File: src/rtl/regbank_wb_queue.sv
// regbank_wb_queue: FIFO of pending register-bank writebacks {addr, data}.
// The head entry drives the bank write port whenever the queue is occupied
// and hold is low. Pending entries can be forwarded to two read ports.
// Build option: define REGBANK_WB_FWD_EN to include the forwarding comparators.
// When it is undefined, the forwarding outputs are tied to zero.
module regbank_wb_queue #(
  parameter int unsigned DEPTH = 4
) (
  input  logic                     clk,
  input  logic                     rst_n,
  input  logic                     in_valid,
  input  logic [4:0]               in_addr,
  input  logic [31:0]              in_data,
  output logic                     in_ready,
  input  logic                     hold,
  output logic                     write,
  output logic [4:0]               addr_d,
  output logic [31:0]              data,
  input  logic [4:0]               fwd_addr_a,
  input  logic [4:0]               fwd_addr_b,
  output logic                     fwd_hit_a,
  output logic                     fwd_hit_b,
  output logic [31:0]              fwd_data_a,
  output logic [31:0]              fwd_data_b,
  output logic [$clog2(DEPTH):0]   count
);

  localparam int unsigned PW = $clog2(DEPTH);
  localparam int unsigned CW = PW + 1;

  logic [PW-1:0] head_q, head_d;
  logic [PW-1:0] tail_q, tail_d;
  logic [CW-1:0] count_q, count_d;

  logic [4:0]  mem_addr_q [DEPTH];
  logic [31:0] mem_data_q [DEPTH];

  logic push;
  logic pop;
  logic occupied;

  // Handshake and bank write port, driven only from registered occupancy.
  always_comb begin
    occupied = (count_q != '0);
    in_ready = (count_q < CW'(DEPTH));
    write    = occupied && !hold;
    push     = in_valid && in_ready;
    pop      = write;
    addr_d   = occupied ? mem_addr_q[head_q] : '0;
    data     = occupied ? mem_data_q[head_q] : '0;
    count    = count_q;
  end

  // Pointer and occupancy next-state; pointers wrap naturally (power-of-two depth).
  always_comb begin
    head_d  = head_q;
    tail_d  = tail_q;
    count_d = count_q;
    if (push) tail_d = tail_q + 1'b1;
    if (pop)  head_d = head_q + 1'b1;
    case ({push, pop})
      2'b10:   count_d = count_q + 1'b1;
      2'b01:   count_d = count_q - 1'b1;
      default: count_d = count_q;
    endcase
  end

  // Control state; reset discards every pending entry.
  always_ff @(posedge clk or negedge rst_n) begin
    if (!rst_n) begin
      head_q  <= '0;
      tail_q  <= '0;
      count_q <= '0;
    end else begin
      head_q  <= head_d;
      tail_q  <= tail_d;
      count_q <= count_d;
    end
  end

  // Entry storage; no reset needed because occupancy gates every output.
  always_ff @(posedge clk) begin
    if (push) begin
      mem_addr_q[tail_q] <= in_addr;
      mem_data_q[tail_q] <= in_data;
    end
  end

`ifdef REGBANK_WB_FWD_EN
  logic [PW-1:0] fwd_idx;

  // Scan oldest to youngest from the head so the youngest match wins.
  always_comb begin
    fwd_hit_a  = 1'b0;
    fwd_hit_b  = 1'b0;
    fwd_data_a = '0;
    fwd_data_b = '0;
    fwd_idx    = '0;
    for (int unsigned i = 0; i < DEPTH; i++) begin
      fwd_idx = head_q + PW'(i);
      if (CW'(i) < count_q) begin
        if (mem_addr_q[fwd_idx] == fwd_addr_a) begin
          fwd_hit_a  = 1'b1;
          fwd_data_a = mem_data_q[fwd_idx];
        end
        if (mem_addr_q[fwd_idx] == fwd_addr_b) begin
          fwd_hit_b  = 1'b1;
          fwd_data_b = mem_data_q[fwd_idx];
        end
      end
    end
  end

  logic unused_fwd;
  assign unused_fwd = 1'b0;
`else
  logic unused_fwd;

  // Forwarding not built: outputs are constant zero.
  always_comb begin
    fwd_hit_a  = 1'b0;
    fwd_hit_b  = 1'b0;
    fwd_data_a = '0;
    fwd_data_b = '0;
    unused_fwd = ^{fwd_addr_a, fwd_addr_b};
  end
`endif

endmodule
File: config.mk
export PLATFORM = sky130hd
export DESIGN_NAME = regbank_wb_queue
export DESIGN_NICKNAME = d
export VERILOG_FILES = /design/src/rtl/regbank_wb_queue.sv
export SDC_FILE = /design/constraint.sdc
export NUM_CORES = 1
export LEC_CHECK = 0
export ABC_AREA = 1
export BUFFER_PORTS_ARGS = -buffer_cell sky130_fd_sc_hd__buf_2
export CAP_MARGIN = 10
export CORE_AREA = 4 4 120 122
export DETAILED_ROUTE_END_ITERATION = 8
export DIE_AREA = 0 0 124 126
export GPL_ROUTABILITY_DRIVEN = 1
export HOLD_SLACK_MARGIN = 0.05
export PLACE_DENSITY_LB_ADDON = 0.15
export SLEW_MARGIN = 5
export SYNTH_ARGS = -nofsm -noshare
export SYNTH_HDL_FRONTEND = slang
export SYNTH_SLANG_ARGS = --single-unit
File: constraint.sdc
create_clock -name clk -period 3 [get_ports clk]
set_input_delay 0.45 -clock clk [delete_from_list [all_inputs] [get_ports clk]]
set_output_delay 0.45 -clock clk [all_outputs]
set_load 0.02 [all_outputs]
---- Yosys cells after proc, flatten, opt, wreduce, memory -nomap -nowiden ----
Memory sizes are Yosys's and may differ from the RTL's.
Index checks and enable logic that the tools add are counted.
operators by class
  eq/ne operators ......................... 2
  reduce and logical (&&, ||, !) cells .... 5
  $add $sub $neg .......................... 4
  mux-type cells .......................... 5
  order comparisons ....................... 1
operators by type and width
  operator             count
  $mux 32              1
  $pmux 3 s2           1
  $mux 5               1
  $add 2x1->2 const B  2
  $add 3x1->3 const B  1
  $lt 3x3->1 const B   1
  $reduce_bool 3->1    1
  $sub 3x1->3 const B  1
  $eq 2x1->1 const B   1
  $eq 2x2->1 const B   1
  $logic_and 1x1->1    2
  $mux 1               2
  $reduce_bool 2->1    1
  $logic_not 1->1      1
word-level totals
  bits in registers ....................... 7
  output and inout bits ................... 108
  input bits .............................. 51
  memories ................................ 2
  RAM bits ................................ 148
memory list
  name        words  width  rd ports  clocked after memory_dff  wr ports  RTL line  RTL
  mem_data_q  4      32     1         0                         1         36        logic [31:0] mem_data_q [DEPTH];
  mem_addr_q  4      5      1         0                         1         35        logic [4:0] mem_addr_q [DEPTH];

---- Longest topological paths before layout ----
Gate-level depths: netlist (run 1).
  word-level depth ........................ 4
  mapped depth ............................ 12

---- Worst setup path before layout (run 1) ----
Ideal clock, no wire load.
  kind .................................... flip-flop to flip-flop
  from .................................... register count_q[2] (netlist: count[2])
  to ...................................... memory mem_addr_q[0][0], enable pin
  required time ........................... 2569 ps
  cell stages (with the launch flop) ...... 4
  setup slack ............................. 86 ps
  path buffers ............................ 0
  arrival time ............................ 2483 ps
  library setup time ...................... 431 ps
  period minus slack after synthesis ...... 2914 ps
  cell sequence ........................... dfrtp_1 -> inv_1 -> nand2_1 -> nor2_1
between the ends
  longest elaborated chain between the ends .. 4
RTL lines
  what                          RTL line  RTL
  start: declaration            33        logic [CW-1:0] count_q, count_d;
  start signal: assignment      77        count_q <= count_d;
  $lt 3x3->1                    45        in_ready = (count_q < CW'(DEPTH));
  via in_ready                  14        output logic in_ready,
  $logic_and 1x1->1             47        push = in_valid && in_ready;
  $mux 1                        83        if (push) begin
  $mux 1 (implied by the code)  84        mem_addr_q[tail_q] <= in_addr;
  end: declaration              35
The timed path passes the listed nets, and every way through them passes these cells.

---- Worst setup path in the final report (run 1) ----
  from .................................... register head_q[0]
  to ...................................... output data[3]
between the ends
  longest elaborated chain between the ends .. 2
RTL lines
  what                      RTL line  RTL
  start: declaration        31        logic [PW-1:0] head_q, head_d;
  start signal: assignment  71        head_q <= '0;
  start signal: assignment  75        head_q <= head_d;
  $mem_v2 4x32              -
  $mux 32                   50        data = occupied ? mem_data_q[head_q] : '0;
  end: declaration          18        output logic [31:0] data,
Every way passes these cells.

==> impl_metrics.tcl, run 1 <==
set metrics [dict create \
    run_status "complete, no violations" \
    cts_tree "built" \
    timing.setup.tns_ns 0 \
    final_antenna_net_count 0 \
    max_freq_ghz 0.4015 \
    grt_pass1_wl_microns 21670 \
    grt_max_degree 77 \
    crit_arrival_ns 2.04 \
    synth_fa_ha_area_frac 0.01141 \
    crit_path_end_kind "output pin" \
    final.period_utilization 0.8302 \
    coreArea_sq_mm 0.01319 \
    die_area_sq_mm 0.01562 \
    fill_cells 1092 \
    crit_buf_inv 2 \
    path_cells "buf_4, nand2_1, nand3_1, a21oi_1, buf_2" \
    powerDensity_mw_per_mm2 1009 \
    die_h_microns 126 \
    antenna_found_initial 1 \
    pin_count 159 \
    clk_path_buf_depth 2 \
    drv_slew 0 \
    ir_worst_vdd_mv 0.7601 \
    dr.first_iter.drc_count 333 \
    post-route-drc-count 0 \
    rsz0062_at_grt "false" \
    syn_avg_cell_area_sq_um 10.28 \
    ys_types 19 \
    regArea_sq_mm 0.004622 \
    grt_overflow 0 \
    synth-seq-area-share 0.6385 \
    drv_cap 0 \
    cp_slowest_stage_delay_ns 0.64 \
    rows 42 \
    yosys_warnings 0 \
    timing.hold.ws_ns 0.2462 \
    cp-start-kind "flop" \
    postCtsHoldBufs 1 \
    cp_max_fo 76 \
    dieWidth_microns 124 \
    worstMarginPinSlew_ns 0.8470 \
    syn_to_final_growth_pct 13.47 \
    clk_pin_slew_ns 0.06 \
    synthXorXnorAreaFrac 0.003632 \
    wire_per_inst_microns 14.50 \
    first_pass_iters 4 \
    crit_family "buffers and inverters" \
    layout_min_cycle_time_ns 2.490 \
    antenna_cells 0 \
    finalPower_mw 8.286 \
    synth_cells 704 \
    clk_latency_ns 0.41 \
    dpl.hpwl_microns 8391 \
    clock_sinks 155 \
    drt_wl_total_microns 14150 \
    cts.repair.resized 0 \
    io_buffer_count 82 \
    hold_violations 0 \
    setup_viol 0 \
    synth_top_family_by_area "buffers and inverters" \
    path_class "reg -> out" \
    place.gp.congestion 0.7413 \
    synthMuxAreaShare 0 \
    fin_skew_ns 0.006358 \
    cts_made_buffers 17 \
    htreeDepth 4 \
    clockRootBuffer "clkbuf_16" \
    cpMaxStageDelayCell "buf_4" \
    drive_above_1_share 0.1563 \
    syn_area_sq_mm 0.007234 \
    required_ns 2.55 \
    synth.ff_latch_count 155 \
    multiInputGateArea_sq_mm 0.001590 \
    nets 845 \
    slew_headroom 0.4354 \
    synth_compound_area_frac 0.02767 \
    vias 4564 \
    grt.total_usage 0.1835 \
    grt_pass1_vias 4343 \
    viasPerCell 4.676 \
    cts_setup_buffers 0 \
    power.leakage_nw 3.842 \
    start_util 0.5485 \
    synth-simple-area-share 0.1387 \
    hold_class "in -> reg" \
]
-- synth_stat cells --
cell / n / area, sq um
inv_1: 162 / 608.1
nand2_1: 158 / 593.1
edfxtp_1: 148 / 4444
nand3_1: 77 / 385.4
buf_4: 67 / 503.0
a21oi_1: 38 / 190.2
buf_2: 15 / 75.07
buf_6: 8 / 90.09
dfrtp_1: 7 / 175.2
ha_1: 5 / 62.56
nor2_1: 5 / 18.77
clkbuf_1: 3 / 11.26
inv_2: 3 / 11.26
o21ai_0: 2 / 10.01
xnor2_1: 2 / 17.52
conb_1: 1 / 3.750
fa_1: 1 / 20.02
nand4_1: 1 / 6.260
xor2_1: 1 / 8.760
-- state kept, by name, indices dropped and copies added (netlist names) --
register,flops
mem_data_q,128
mem_addr_q,20
count,3
head_q,2
tail_q,2
-- final cells by class --
class | count | area share
flip-flops and latches | 155 | 0.5630
clock inverters | 12 | 0.01875
multi-input cells | 356 | 0.1937
repair buffers | 93 | 0.06950
well taps | 176 | 0.02683
clock buffers | 19 | 0.05274
inverters | 165 | 0.07545
-- cell usage in the layout, fill, tap and decap left out, types with 3 or more instances in the layout --
cell type	instances
a21oi_1	38
buf_12	6
buf_2	82
buf_4	4
bufinv_16	4
clkbuf_16	17
clkinv_1	5
clkinv_2	3
conb_1	66
dfrtp_1	5
edfxtp_1	148
ha_1	5
inv_1	162
inv_2	3
nand2_1	158
nand3_1	77
nor2_4	4
-- final timing paths --
check / start / to / slack [ns] / cells past startpoint
setup / recovery: head_q[0] / data[3] / 0.51 / 5
hold / removal: in_data[27] / mem_data_q[2][27] / 0.25 / 1
setup reg to reg: count[2] / count[2] / 1.00 / 9
hold reg to reg: count[0] / count[0] / 0.50 / 1
max in group asynchronous: rst_n / head_q[1] / 2.44 / 2
min in group asynchronous: rst_n / count[2] / 0.38 / 2
-- report_power, final --
| part | internal (mW) | switching [mW] | leakage, nW |
|---|---|---|---|
| logic | 0.975 | 2.32 | 2.13 |
| registers | 2.77 | 0.0929 | 1.43 |
| clock network | 1.37 | 0.762 | 0.288 |
| total | 5.11 | 3.18 | 3.84 |
-- cell families after synthesis --
logic type,after synthesis
compound gates,40
simple gates,241
xor+xnor,3
flops,155
buf+inv,258
other cells,1
fa+ha+maj,6
-- worst reg2reg max path, cell delays in order, from the launching register on --
cell and delay [ns]:
dfrtp_1 0.37, inv_1 0.09, nand2_1 0.41, ha_1 0.28, inv_1 0.07, fa_1 0.39, nand2_1 0.10, nand3_1 0.08
nand2_1 0.06, nand2_1 0.04
-- routing by layer --
layer	wire [microns]	track usage	part of all wire	vias up
li1	-	-	-	2248
met1	5808	0.2264	0.41	2145
met2	7079	0.3102	0.50	149
met3	1038	0.05022	0.073	20
met4	208	0.06314	0.015	2
met5	12	0	0.00085	-
-- through the flow --
step           utilization  cells  area, sq um  setup WS (ns)
6_report            0.6224    976         8209         0.5095
4_1_cts             0.6224    976         8209         0.5074
2_1_floorplan            -    769         7478        0.08586
3_3_place_gp        0.5771    944         7612         0.9899
5_1_grt             0.6224    976         8209         0.3843
3_5_place_dp        0.5771    944         7612         0.9194
(Power assumes the default switching activity.)
==> inputs of run 2 (changes only) <==
- clock period: 3 -> 2.3 ns (I/O delays scaled with it)
==> run 2 against run 1 <==
Cell area is 0.79% higher. Worst setup slack worse by 0.34 ns. Clock skew down 0.00090 ns. Non-clock buffer count up 12. Worst hold slack lost 0.11 ns. Combinational power rose by 32%. Global-route usage down 0.15 points. Sequential cell count unchanged. Sequential power grew 31%. Clock power up 30%. Count of clock-buffer cells in the layout rose by 2. Critical endpoint is now data[21]. Largest power group unchanged. Highest routed layer unchanged.
==> impl_metrics.tcl, run 2 (synthesized netlist as in run 1, its figures left out) <==
set metrics [dict create \
    fin_cells 989 \
    final.period_utilization 0.9260 \
    post-route-drc-count 0 \
    power.leakage_nw 3.896 \
    cts_tree "built" \
    clockRootBuffer "clkbuf_16" \
    die_area_sq_mm 0.01562 \
    rrSetupSlack_ns 0.45 \
    largest_register_ffs 128 \
    layout_min_cycle_time_ns 2.130 \
    r2r-end "count[1]" \
    viasPerCell 4.609 \
    grt_overflow 0 \
    cp-start-kind "flop" \
    powerDensity_mw_per_mm2 1314 \
    coreArea_sq_mm 0.01319 \
    r2r-start "count[2]" \
    regMostFlops "mem_data_q" \
    vias 4558 \
    wire_per_inst_microns 13.93 \
    setup_viol 0 \
    grt.busiest_layer "met2" \
    required_ns 1.96 \
    grt_max_degree 40 \
    worstRegToRegCells 8 \
    finalPower_mw 10.87 \
    final_util 0.6273 \
    hold_violations 0 \
    run_status "complete, no violations" \
    clk_pin_slew_ns 0.06 \
    ir_worst_vdd_mv 0.8659 \
    syn_to_final_growth_pct 14.37 \
    grt_pass1_wl_microns 21080 \
    cp_slowest_stage_delay_ns 0.44 \
    hold_class "in -> reg" \
    path_cells "inv_2, buf_4, nand2_1, nand3_1, a21oi_1, buf_2" \
    startpoint "head_q[0]" \
    antenna_found_initial 1 \
    crit_arrival_ns 1.78 \
    rsz0062_at_grt "false" \
    dieWidth_microns 124 \
    max_freq_ghz 0.4695 \
    worstSetupEndpoint "data[21]" \
    grt.total_usage 0.1821 \
    nets 857 \
    pin_count 159 \
    dpl.hpwl_microns 8452 \
    drv_cap 0 \
    fill_cells 1032 \
    start_util 0.5485 \
    antenna_cells 0 \
    final_antenna_net_count 0 \
    layout_commonest_cell "inv_1" \
    cts_made_buffers 17 \
    fin_skew_ns 0.005459 \
    crit_path_end_kind "output pin" \
    cpMaxStageDelayCell "dfrtp_2" \
    drt_wl_total_microns 13780 \
    final_cell_mix "inv_1, nand2_1, edfxtp_1" \
    first_pass_iters 5 \
    clock_sinks 155 \
    grt_pass1_vias 4279 \
    htreeDepth 4 \
    drive_above_1_share 0.1697 \
    path_class "reg -> out" \
    place.gp.congestion 0.7079 \
    grtUsageMet1 0.2192 \
    cp_max_fo 39 \
    use_met2 0.3026 \
    die_h_microns 126 \
    rows 42 \
    dp.cells 954 \
    io_buffer_count 82 \
    drv_slew 0 \
    use_met3 0.06233 \
    clk_path_buf_depth 2 \
    clk_latency_ns 0.42 \
    dr.first_iter.drc_count 180 \
]
-- run 2: cell count changes in the layout (fill, tap and decap cells not counted), sizes merged --
cell	change
buf	+12
inv	-1
clkbuf	+2
-- run 2: worst max-delay path, delay by kind of cell (launching register included) --
| family | cells | cell delay, ns |
|---|---|---|
| AO/OA/AOI/OAI | 1 | 0.08 |
| flip-flops | 1 | 0.44 |
| AND/OR/NAND/NOR | 2 | 0.23 |
| buffers and inverters | 3 | 0.62 |
-- run 2: timing repair --
item / in CTS / in global routing
gates resized for setup: 0 / 3
hold endpoints to repair: 7 / 0
setup endpoints to repair: 1 / 1
setup buffers: 2 / 0
hold buffers: 1 / 0
-- run 2: cell type report --
cell class / count / area [sq um] / area share
Tap cell: 176 / 220.2 / 0.02661
Multi-Input combinational cell: 356 / 1594 / 0.1927
Clock inverter: 11 / 150.1 / 0.01815
Sequential cell: 155 / 4622 / 0.5586
Clock buffer: 21 / 440.4 / 0.05323
Timing Repair Buffer: 105 / 626.9 / 0.07576
Inverter: 165 / 620.6 / 0.07500
-- run 2: stage by stage --
stage          setup TNS, ns  setup slack, ns  instance area [sq um]  hold slack [ns]
3_3_place_gp               0           0.4665                   7650           0.1915
4_1_cts                    0          0.06292                   8265           0.1165
6_report                   0           0.1702                   8274           0.1390
3_5_place_dp               0           0.4321                   7650           0.1995
5_1_grt                    0          0.04788                   8274           0.1148
2_1_floorplan         -6.869         -0.04641                   7488          0.04941
-- run 2: how the worst min path moves through the flow --
| stage | start | end | slack [ns] | depth (start not counted) |
|---|---|---|---|---|
| after floorplan | rst_n | count[0] | 0.05 | 0 |
| after global placement | rst_n | count[1] | 0.19 | 1 |
| after detailed placement | rst_n | count[1] | 0.20 | 1 |
| after CTS | in_data[25] | mem_data_q[2][25] | 0.12 | 1 |
| after global routing | in_data[22] | mem_data_q[3][22] | 0.11 | 1 |
| final | in_data[25] | mem_data_q[2][25] | 0.14 | 1 |
-- run 2: per-layer routing --
layer | share of wire | wire [microns] | vias to the layer above
met1 | 0.40 | 5468 | 2082
met2 | 0.50 | 6837 | 182
met4 | 0.016 | 218 | 2
met5 | 0.00094 | 13 | -
li1 | - | - | 2270
met3 | 0.090 | 1237 | 22
-- run 2: where the power goes --
group | switching [mW] | total [mW] | leakage [nW] | internal, mW
logic | 3.01 | 4.35 | 2.18 | 1.34
clock network | 0.980 | 2.77 | 0.289 | 1.79
registers | 0.134 | 3.74 | 1.43 | 3.61
total | 4.13 | 10.9 | 3.90 | 6.74
